`src/rtl/uart_rx.sv`:
```
// 8N1 serial receiver: input synchronizer, start/data/stop sampling FSM with
// break handling, and a small receive FIFO presented on a valid/ready stream.
module uart_rx #(
    parameter int CLKS_PER_BIT = 1,
    parameter int SYNC_STAGES  = 2,
    parameter int DEPTH        = 4
) (
    input  logic       CLK,
    input  logic       RESETN,
    input  logic       rx,
    output logic [7:0] data,
    output logic       valid,
    input  logic       ready,
    output logic       frame_err,
    output logic       overrun
);

    localparam int HALF  = (CLKS_PER_BIT - 1) / 2;
    localparam int CNT_W = (CLKS_PER_BIT > 1) ? $clog2(CLKS_PER_BIT) : 1;
    localparam int AW    = (DEPTH > 1) ? $clog2(DEPTH) : 1;

    localparam logic [CNT_W-1:0] CNT_ZERO  = {CNT_W{1'b0}};
    localparam logic [CNT_W-1:0] CNT_ONE   = CNT_W'(1);
    localparam logic [CNT_W-1:0] BIT_LAST  = CNT_W'(CLKS_PER_BIT - 1);
    localparam logic [CNT_W-1:0] HALF_LAST = CNT_W'((HALF > 0) ? (HALF - 1) : 0);
    localparam logic [AW-1:0]    PTR_ONE   = AW'(1);
    localparam logic [AW:0]      OCC_ZERO  = {(AW + 1){1'b0}};
    localparam logic [AW:0]      OCC_ONE   = (AW + 1)'(1);
    localparam logic [AW:0]      OCC_FULL  = (AW + 1)'(DEPTH);

    typedef enum logic [2:0] {
        S_IDLE  = 3'd0,
        S_START = 3'd1,
        S_DATA  = 3'd2,
        S_STOP  = 3'd3,
        S_BREAK = 3'd4
    } state_e;

    logic rx_s;

    generate
        if (SYNC_STAGES > 0) begin : g_sync
            logic [SYNC_STAGES-1:0] sync_q;

            // Metastability synchronizer, preset to the idle level.
            always_ff @(posedge CLK or negedge RESETN) begin
                if (!RESETN) begin
                    sync_q <= {SYNC_STAGES{1'b1}};
                end else begin
                    sync_q[0] <= rx;
                    for (int i = 1; i < SYNC_STAGES; i++) begin
                        sync_q[i] <= sync_q[i-1];
                    end
                end
            end

            assign rx_s = sync_q[SYNC_STAGES-1];
        end else begin : g_nosync
            assign rx_s = rx;
        end
    endgenerate

    state_e           state_q;
    logic [CNT_W-1:0] cnt_q;
    logic [2:0]       bit_q;
    logic [7:0]       shift_q;
    logic             frame_err_q;

    logic sample_s;
    logic push_s;
    logic ferr_s;

    // cnt_q counts down to the next sample point; zero marks a sample cycle.
    assign sample_s = (cnt_q == CNT_ZERO);
    assign push_s   = (state_q == S_STOP) && sample_s && rx_s;
    assign ferr_s   = (state_q == S_STOP) && sample_s && !rx_s;

    // Frame sequencer: start qualification, MSB-first shift, stop check, break wait.
    always_ff @(posedge CLK or negedge RESETN) begin
        if (!RESETN) begin
            state_q     <= S_IDLE;
            cnt_q       <= CNT_ZERO;
            bit_q       <= 3'd0;
            shift_q     <= 8'h00;
            frame_err_q <= 1'b0;
        end else begin
            frame_err_q <= ferr_s;
            case (state_q)
                S_IDLE: begin
                    if (!rx_s) begin
                        bit_q <= 3'd0;
                        // With no half-bit offset the start bit is confirmed right here.
                        if (HALF == 0) begin
                            state_q <= S_DATA;
                            cnt_q   <= BIT_LAST;
                        end else begin
                            state_q <= S_START;
                            cnt_q   <= HALF_LAST;
                        end
                    end
                end
                S_START: begin
                    if (sample_s) begin
                        if (rx_s) begin
                            state_q <= S_IDLE;
                        end else begin
                            state_q <= S_DATA;
                            cnt_q   <= BIT_LAST;
                        end
                    end else begin
                        cnt_q <= cnt_q - CNT_ONE;
                    end
                end
                S_DATA: begin
                    if (sample_s) begin
                        shift_q <= {shift_q[6:0], rx_s};
                        cnt_q   <= BIT_LAST;
                        if (bit_q == 3'd7) begin
                            state_q <= S_STOP;
                        end else begin
                            bit_q <= bit_q + 3'd1;
                        end
                    end else begin
                        cnt_q <= cnt_q - CNT_ONE;
                    end
                end
                S_STOP: begin
                    if (sample_s) begin
                        state_q <= rx_s ? S_IDLE : S_BREAK;
                    end else begin
                        cnt_q <= cnt_q - CNT_ONE;
                    end
                end
                S_BREAK: begin
                    if (rx_s) begin
                        state_q <= S_IDLE;
                    end
                end
                default: begin
                    state_q <= S_IDLE;
                end
            endcase
        end
    end

    logic [7:0]    mem_q [DEPTH];
    logic [AW-1:0] wr_ptr_q, wr_ptr_d;
    logic [AW-1:0] rd_ptr_q, rd_ptr_d;
    logic [AW:0]   count_q, count_d;
    logic [7:0]    data_q, data_d;
    logic          valid_q, valid_d;
    logic          overrun_q, overrun_d;

    logic full_s;
    logic pop_s;
    logic wr_en_s;

    assign full_s  = (count_q == OCC_FULL);
    assign pop_s   = valid_q && ready;
    assign wr_en_s = push_s && (!full_s || pop_s);

    // FIFO next state; data_d pre-computes the head so data/valid are registered.
    always_comb begin
        wr_ptr_d  = wr_ptr_q;
        rd_ptr_d  = rd_ptr_q;
        count_d   = count_q;
        data_d    = data_q;
        valid_d   = valid_q;
        overrun_d = 1'b0;

        if (wr_en_s) begin
            wr_ptr_d = wr_ptr_q + PTR_ONE;
        end else begin
            wr_ptr_d = wr_ptr_q;
        end

        if (pop_s) begin
            rd_ptr_d = rd_ptr_q + PTR_ONE;
        end else begin
            rd_ptr_d = rd_ptr_q;
        end

        case ({wr_en_s, pop_s})
            2'b10:   count_d = count_q + OCC_ONE;
            2'b01:   count_d = count_q - OCC_ONE;
            default: count_d = count_q;
        endcase

        valid_d   = (count_d != OCC_ZERO);
        overrun_d = push_s && !wr_en_s;

        // The new head is the byte being written when it lands at the read slot.
        if (count_d == OCC_ZERO) begin
            data_d = data_q;
        end else if (wr_en_s && (wr_ptr_q == rd_ptr_d)) begin
            data_d = shift_q;
        end else begin
            data_d = mem_q[rd_ptr_d];
        end
    end

    // Receive FIFO storage.
    always_ff @(posedge CLK) begin
        if (wr_en_s) begin
            mem_q[wr_ptr_q] <= shift_q;
        end
    end

    // FIFO pointers, occupancy and registered stream/status outputs.
    always_ff @(posedge CLK or negedge RESETN) begin
        if (!RESETN) begin
            wr_ptr_q  <= {AW{1'b0}};
            rd_ptr_q  <= {AW{1'b0}};
            count_q   <= OCC_ZERO;
            data_q    <= 8'h00;
            valid_q   <= 1'b0;
            overrun_q <= 1'b0;
        end else begin
            wr_ptr_q  <= wr_ptr_d;
            rd_ptr_q  <= rd_ptr_d;
            count_q   <= count_d;
            data_q    <= data_d;
            valid_q   <= valid_d;
            overrun_q <= overrun_d;
        end
    end

    assign data      = data_q;
    assign valid     = valid_q;
    assign frame_err = frame_err_q;
    assign overrun   = overrun_q;

endmodule

```
`config.mk`:
```
export PLATFORM = sky130hd
export DESIGN_NAME = uart_rx
export DESIGN_NICKNAME = d
export VERILOG_FILES = /design/src/rtl/uart_rx.sv
export SDC_FILE = /design/constraint.sdc
export NUM_CORES = 1
export LEC_CHECK = 0
export ABC_AREA = 0
export CELL_PAD_IN_SITES_DETAIL_PLACEMENT = 1
export CELL_PAD_IN_SITES_GLOBAL_PLACEMENT = 1
export CORE_MARGIN = 5
export CORE_UTILIZATION = 29
export CTS_CLUSTER_SIZE = 25
export DETAILED_ROUTE_END_ITERATION = 16
export DONT_BUFFER_PORTS = 1
export PLACE_DENSITY = 0.55
export SLEW_MARGIN = 10
export SYNTH_ARGS = -nofsm -noshare
export SYNTH_HDL_FRONTEND = slang
export SYNTH_SLANG_ARGS = --single-unit
```
`constraint.sdc`:
```
create_clock -name CLK -period 5.4 [get_ports CLK]
set_clock_uncertainty 0.2 [all_clocks]
set_input_delay 0.54 -clock CLK [delete_from_list [all_inputs] [get_ports CLK]]
set_output_delay 0.54 -clock CLK [all_outputs]
set_load 0.05 [all_outputs]
```
==> impl_metrics.ini, run 1 <==
[detailed_routing]
dr.pass1.iters = 4
drc = 0
wl_mm = 6.442
vias = 1716
ant_nets = 0
wire_per_inst_um = 17.22
avgViaCountPerCell = 4.588
drt-initial-drc-count = 79

[sta]
drv_slew = 0
setup_viol = 0
fin_tns_setup_ns = 0
hold_viol = 0
period_minus_slack_ns = 3.002
fmax_ghz = 0.3331
max-slew-margin-rel_pct = 47.09
rsz0062_at_grt = no
post-route-period-util_pct = 55.60
tightest_slew_ns = 0.7937

[synth]
synthArstFlopShare_pct = 51.52
ys_ff_latch = 66
syn-num-nets = 235
yosysTopAreaCell = edfxtp_1
syn_area_sq_mm = 0.003202
synthTopCellsByArea = edfxtp_1, dfrtp_1, mux2i_1
synth_top_area_share_pct = 30.01
synthFlopType = edfxtp_1
synth_edf_count = 32
synth.distinct_cells = 39
ys_seq_area_share_pct = 56.66
postSynthAreaPerCell_sq_um = 14.29
yosys_warnings = 0
synthCells = 224

[floorplan]
die_w_um = 115.1
ioPinCount = 15
initial_core_util_pct = 29.54
coreArea_sq_mm = 0.01084
die_h_um = 115.1
num_rows = 38
dieArea_sq_mm = 0.01324

[clocking]
cts_max_path_buffers = 2
cts_buffers = 9
cts-resized-gates = 0
cts_tree = built
clk_latency_ns = 0.35
cts_hold_buf = 3
path_clk_slew_ns = 0.07
clock_sinks = 66
post_cts_buffers = 0
htreeDepth = 3
cts_root_buf = clkbuf_8

[grt]
grt_pass1_vias = 1902
grt_max_degree = 35
grt_overflow = 0
antenna_found_initial = 0
grt_usage_pct = 10.71
grt_pass1_wl_mm = 10.45

[critical_path]
cp_slowest_stage_delay_ns = 0.73
path_max_fanout = 14
critPathKind = flop to flop
crit_arrival_ns = 3.04
critical_path_required_ns = 5.44
start_kind = flop
cp_cell_sequence = and2_1 > nor2_1 > or4b_4 > o211ai_4 > mux2_4
cp-end-kind = flop
slowest_stage = and2_1

[power]
switching_share_pct = 37.56
cellPowerDensity_mw_per_mm2 = 553.5
internal-power_mw = 1.229
peakVddDrop_mv = 0.2046
p_clk_share_pct = 21.3
p_comb_share_pct = 29.7
p_leak_nw = 1.472
p_switching_mw = 0.7394
seqPwrFrac_pct = 49.0

[placement]
postPlaceCellArea_sq_mm = 0.003319
hpwl_mm = 4.283
port_buffers = 0
place_congestion = 0.6870

[status]
status = complete, no violations

[layout]
fillers = 1143
final_nets = 240
final_area_sq_mm = 0.003557
areaGrowthSynthToFinish_pct = 11.10
final_core_util_pct = 32.81
drive_gt1_share_pct = 17.52
antenna_cells = 0

[flow_run]
cap_violations = 0

[min_path]
hold_path_class = flop to flop
critical path: cells and delay by family (launching register included):
family          cells  cell delay (ns)
simple gates        3             1.47
flops               1             0.67
mux                 1             0.34
compound gates      1             0.21
metal layers:
metal	vias up	share of wire (%)	global-route usage [%]	wire length (um)
met3	13	3.6	3.632	229
met2	23	48	17.55	3100
met4	0	2.0	4.460	132
li1	827	-	-	-
met5	-	0	0	0
met1	853	46	12.90	2979
cell usage after synthesis (2+ instances only):
cell      count
a21oi_1       4
xnor2_1       6
nor3_1        3
and3_1        2
and2_1        6
clkbuf_1      2
nor2_1        5
nor2b_1       2
dfstp_2       2
nand2_1      13
buf_4         2
ha_1          6
buf_2         4
mux2_4        8
o211ai_4      2
mux2_2        2
o21ai_1       2
buf_6         2
mux4_2        8
inv_1        13
nand3_1       2
mux2i_1      40
o21ai_0       9
edfxtp_1     32
dfrtp_1      32
a22o_1        2
power by group through the flow:
stage | registers [mW] | logic [mW] | clock network, mW
floorplan | 0.889 | 0.543 | 0
global placement | 0.976 | 0.578 | 0
detailed placement | 0.981 | 0.587 | 0
CTS | 0.972 | 0.597 | 0.433
global route | 0.992 | 0.661 | 0.457
finish | 0.965 | 0.584 | 0.420
cell usage in the layout, fill, tap and decap left out, drive strengths merged, types with 2 or more instances in the layout:
| cell type | Yosys | final |
|---|---|---|
| mux2i | 40 | 40 |
| dfrtp | 32 | 32 |
| edfxtp | 32 | 32 |
| nand2 | 13 | 13 |
| inv | 13 | 13 |
| clkbuf | 2 | 13 |
| o21ai | 11 | 11 |
| mux2 | 10 | 10 |
| mux4 | 8 | 8 |
| xnor2 | 6 | 6 |
| and2 | 6 | 6 |
| ha | 6 | 6 |
| nor2 | 6 | 6 |
| a21oi | 4 | 4 |
| nor3 | 3 | 3 |
| o211ai | 3 | 3 |
| nand3 | 2 | 2 |
| nor2b | 2 | 2 |
| and3 | 2 | 2 |
| a22o | 2 | 2 |
| dfstp | 2 | 2 |
| dlygate4sd3 | 0 | 2 |
| clkinv | 0 | 2 |
| buf | 8 | 2 |
final cells by class:
class | count | area (sq um) | share of cell area [%]
Inverter | 13 | 48.80 | 1.372
Clock buffer | 13 | 158.9 | 4.467
Timing Repair Buffer | 4 | 47.55 | 1.337
Multi-Input combinational cell | 135 | 1274 | 35.81
Sequential cell | 66 | 1814 | 51.00
Clock inverter | 3 | 38.79 | 1.090
Tap cell | 140 | 175.2 | 4.924
worst paths after layout:
kind	start	endpoint	slack, ns	cells past startpoint
worst min-delay path	g_sync.sync_q[0]	g_sync.sync_q[1]	0.16	0
max in group asynchronous	RESETN	g_sync.sync_q[0]	4.28	2
worst max-delay path	valid	data[1]	2.40	5
worst max register to register	valid	data[1]	2.40	5
worst min register to register	g_sync.sync_q[0]	g_sync.sync_q[1]	0.16	0
min in group asynchronous	RESETN	shift_q[4]	0.47	2
state kept, by name (all words and copies together), names as in the netlist, 2 cells and up:
name,cells
shift_q,8
count_q,3
state_q,3
bit_q,3
rd_ptr_q,2
g_sync.sync_q,2
data,8
wr_ptr_q,2
mem_q,32
kinds of logic after synthesis:
family | share of synthesized area [%]
AO/OA/AOI/OAI | 5.198
adder cells (fa/ha/maj) | 2.970
AND/OR/NAND/NOR | 7.112
flip-flops | 56.66
buffers and inverters | 3.556
XOR/XNOR | 1.915
multiplexers | 22.59
per-stage QoR:
stage               hold slack [ns]  setup slack [ns]  power [mW]  cells
floorplan                   0.04441             2.746       1.432    224
global placement            0.04611             2.424       1.554    355
detailed placement          0.04631             2.363       1.568    355
CTS                          0.1661             2.355       2.002    374
global route                 0.1676             2.256       2.110    374
finish                       0.1643             2.398       1.969    374
Power figures use the tool's default switching activity.
==> run 2, diff against run 1 <==
==> constraint.sdc (replaced) <==
create_clock -name CLK -period 2.99 [get_ports CLK]
set_clock_uncertainty 0.2 [all_clocks]
set_input_delay 0.299 -clock CLK [delete_from_list [all_inputs] [get_ports CLK]]
set_output_delay 0.299 -clock CLK [all_outputs]
set_load 0.05 [all_outputs]
==> impl_metrics.ini, run 2 (synthesis results as in run 1) <==
[grt]
grt_max_degree = 35
grt_usage_pct = 10.82
grt_pass1_vias = 1947
antenna_found_initial = 0
grt_pass1_wl_mm = 10.61
grt_overflow = 0

[floorplan]
num_rows = 38
die_h_um = 115.1
initial_core_util_pct = 29.54
die_w_um = 115.1
dieArea_sq_mm = 0.01324
coreArea_sq_mm = 0.01084
ioPinCount = 15

[layout]
regMostFlops = mem_q
final_common_cell = mux2i_1
final_nets = 248
areaGrowthSynthToFinish_pct = 12.82
layout_common_cells = mux2i_1, dfrtp_1, edfxtp_1, nand2_1, inv_1
drive_gt1_share_pct = 19.01
antenna_cells = 0
largest_reg_flops = 32

[sta]
max-slew-margin-rel_pct = 59.90
setup_viol = 0
rsz0062_at_grt = no
fmax_ghz = 0.3612
fin_tns_setup_ns = 0
drv_slew = 0
finalWorstSetupSlack_ns = 0.2214
hold_viol = 0
period_minus_slack_ns = 2.769
tightest_slew_ns = 0.6015
post-route-period-util_pct = 92.59

[clocking]
cts_root_buf = clkbuf_8
cts_buffers = 9
htreeDepth = 3
clk_latency_ns = 0.35
path_clk_slew_ns = 0.07
cts_tree = built
clock_sinks = 66
cts_max_path_buffers = 2

[critical_path]
critPathKind = flop to flop
cp-end-kind = flop
start_kind = flop
crit_arrival_ns = 2.80
critical_path_required_ns = 3.03
path_max_fanout = 8

[power]
p_leak_nw = 1.502
finalPower_mw = 3.590
peakVddDrop_mv = 0.3480
cellPowerDensity_mw_per_mm2 = 993.9

[detailed_routing]
wl_mm = 6.369
dr.pass1.iters = 4
drt-initial-drc-count = 85
avgViaCountPerCell = 4.586
drc = 0
vias = 1752
ant_nets = 0
wire_per_inst_um = 16.67

[placement]
hpwl_mm = 4.309
port_buffers = 0
dpl_worst_slack_ns = 0.1136
place_congestion = 0.6978

[flow_run]
cap_violations = 0

[status]
status = complete, no violations

[min_path]
hold_path_class = primary input to flop
[run 2: cell type report]
type                    instances  area (sq um)
clock buffers                  11         131.4
clock inverters                 5         46.29
inverters                      13         48.80
fillers                      1150          7228
well taps                     140         175.2
multi-input cells             135          1274
repair buffers                 12         122.6
flip-flops and latches         66          1814
[run 2: what timing repair did]
action,CTS,global route
buffers inserted,0,1
hold buffers,4,0
endpoints found under the setup margin,0,8
gates resized for setup,0,0
hold endpoints to repair,36,0
[run 2: worst paths after layout]
check,slack [ns],depth (start not counted),to,start
max in group asynchronous,2.14,2,g_sync.sync_q[1],RESETN
max reg2reg,0.22,8,data[5],g_sync.sync_q[1]
min reg2reg,0.17,0,g_sync.sync_q[1],g_sync.sync_q[0]
max,0.22,8,data[5],g_sync.sync_q[1]
min,0.15,2,overrun,ready
min in group asynchronous,0.21,2,bit_q[0],RESETN
[run 2: per-stage QoR]
step                      instance area, sq um  hold slack, ns  utilization [%]  instances
after detailed placement                  3364         -0.1947            31.04        361
after global placement                    3364         -0.1949            31.04        361
after CTS                                 3592          0.1336            33.14        381
after floorplan                           3202         -0.1966                -        224
final                                     3612          0.1467            33.32        382
after global routing                      3612          0.1467            33.32        382
[run 2: per-layer routing]
layer  vias to the layer above  global-route usage [%]  part of all wire (%)
li1                        838                       -                     -
met1                       883                   13.92                    48
met2                        19                   17.05                    47
met3                        12                   2.263                   2.2
met4                         0                   5.869                   2.5
met5                         -                       0                     0
[run 2: report_power, final]
part,leakage (nW),switching [mW],internal (mW)
Combinational,0.715,0.594,0.625
Clock,0.0898,0.336,0.376
Sequential,0.697,0.429,1.23
[run 2: worst max-delay path, stage by stage, from the launching register on]
cell,delay (ns)
dfstp_2,0.58
and4b_1,0.25
nor2_2,0.07
fa_1,0.43
nor3_1,0.28
o21ai_1,0.16
o211ai_4,0.22
buf_12,0.16
mux2_4,0.30
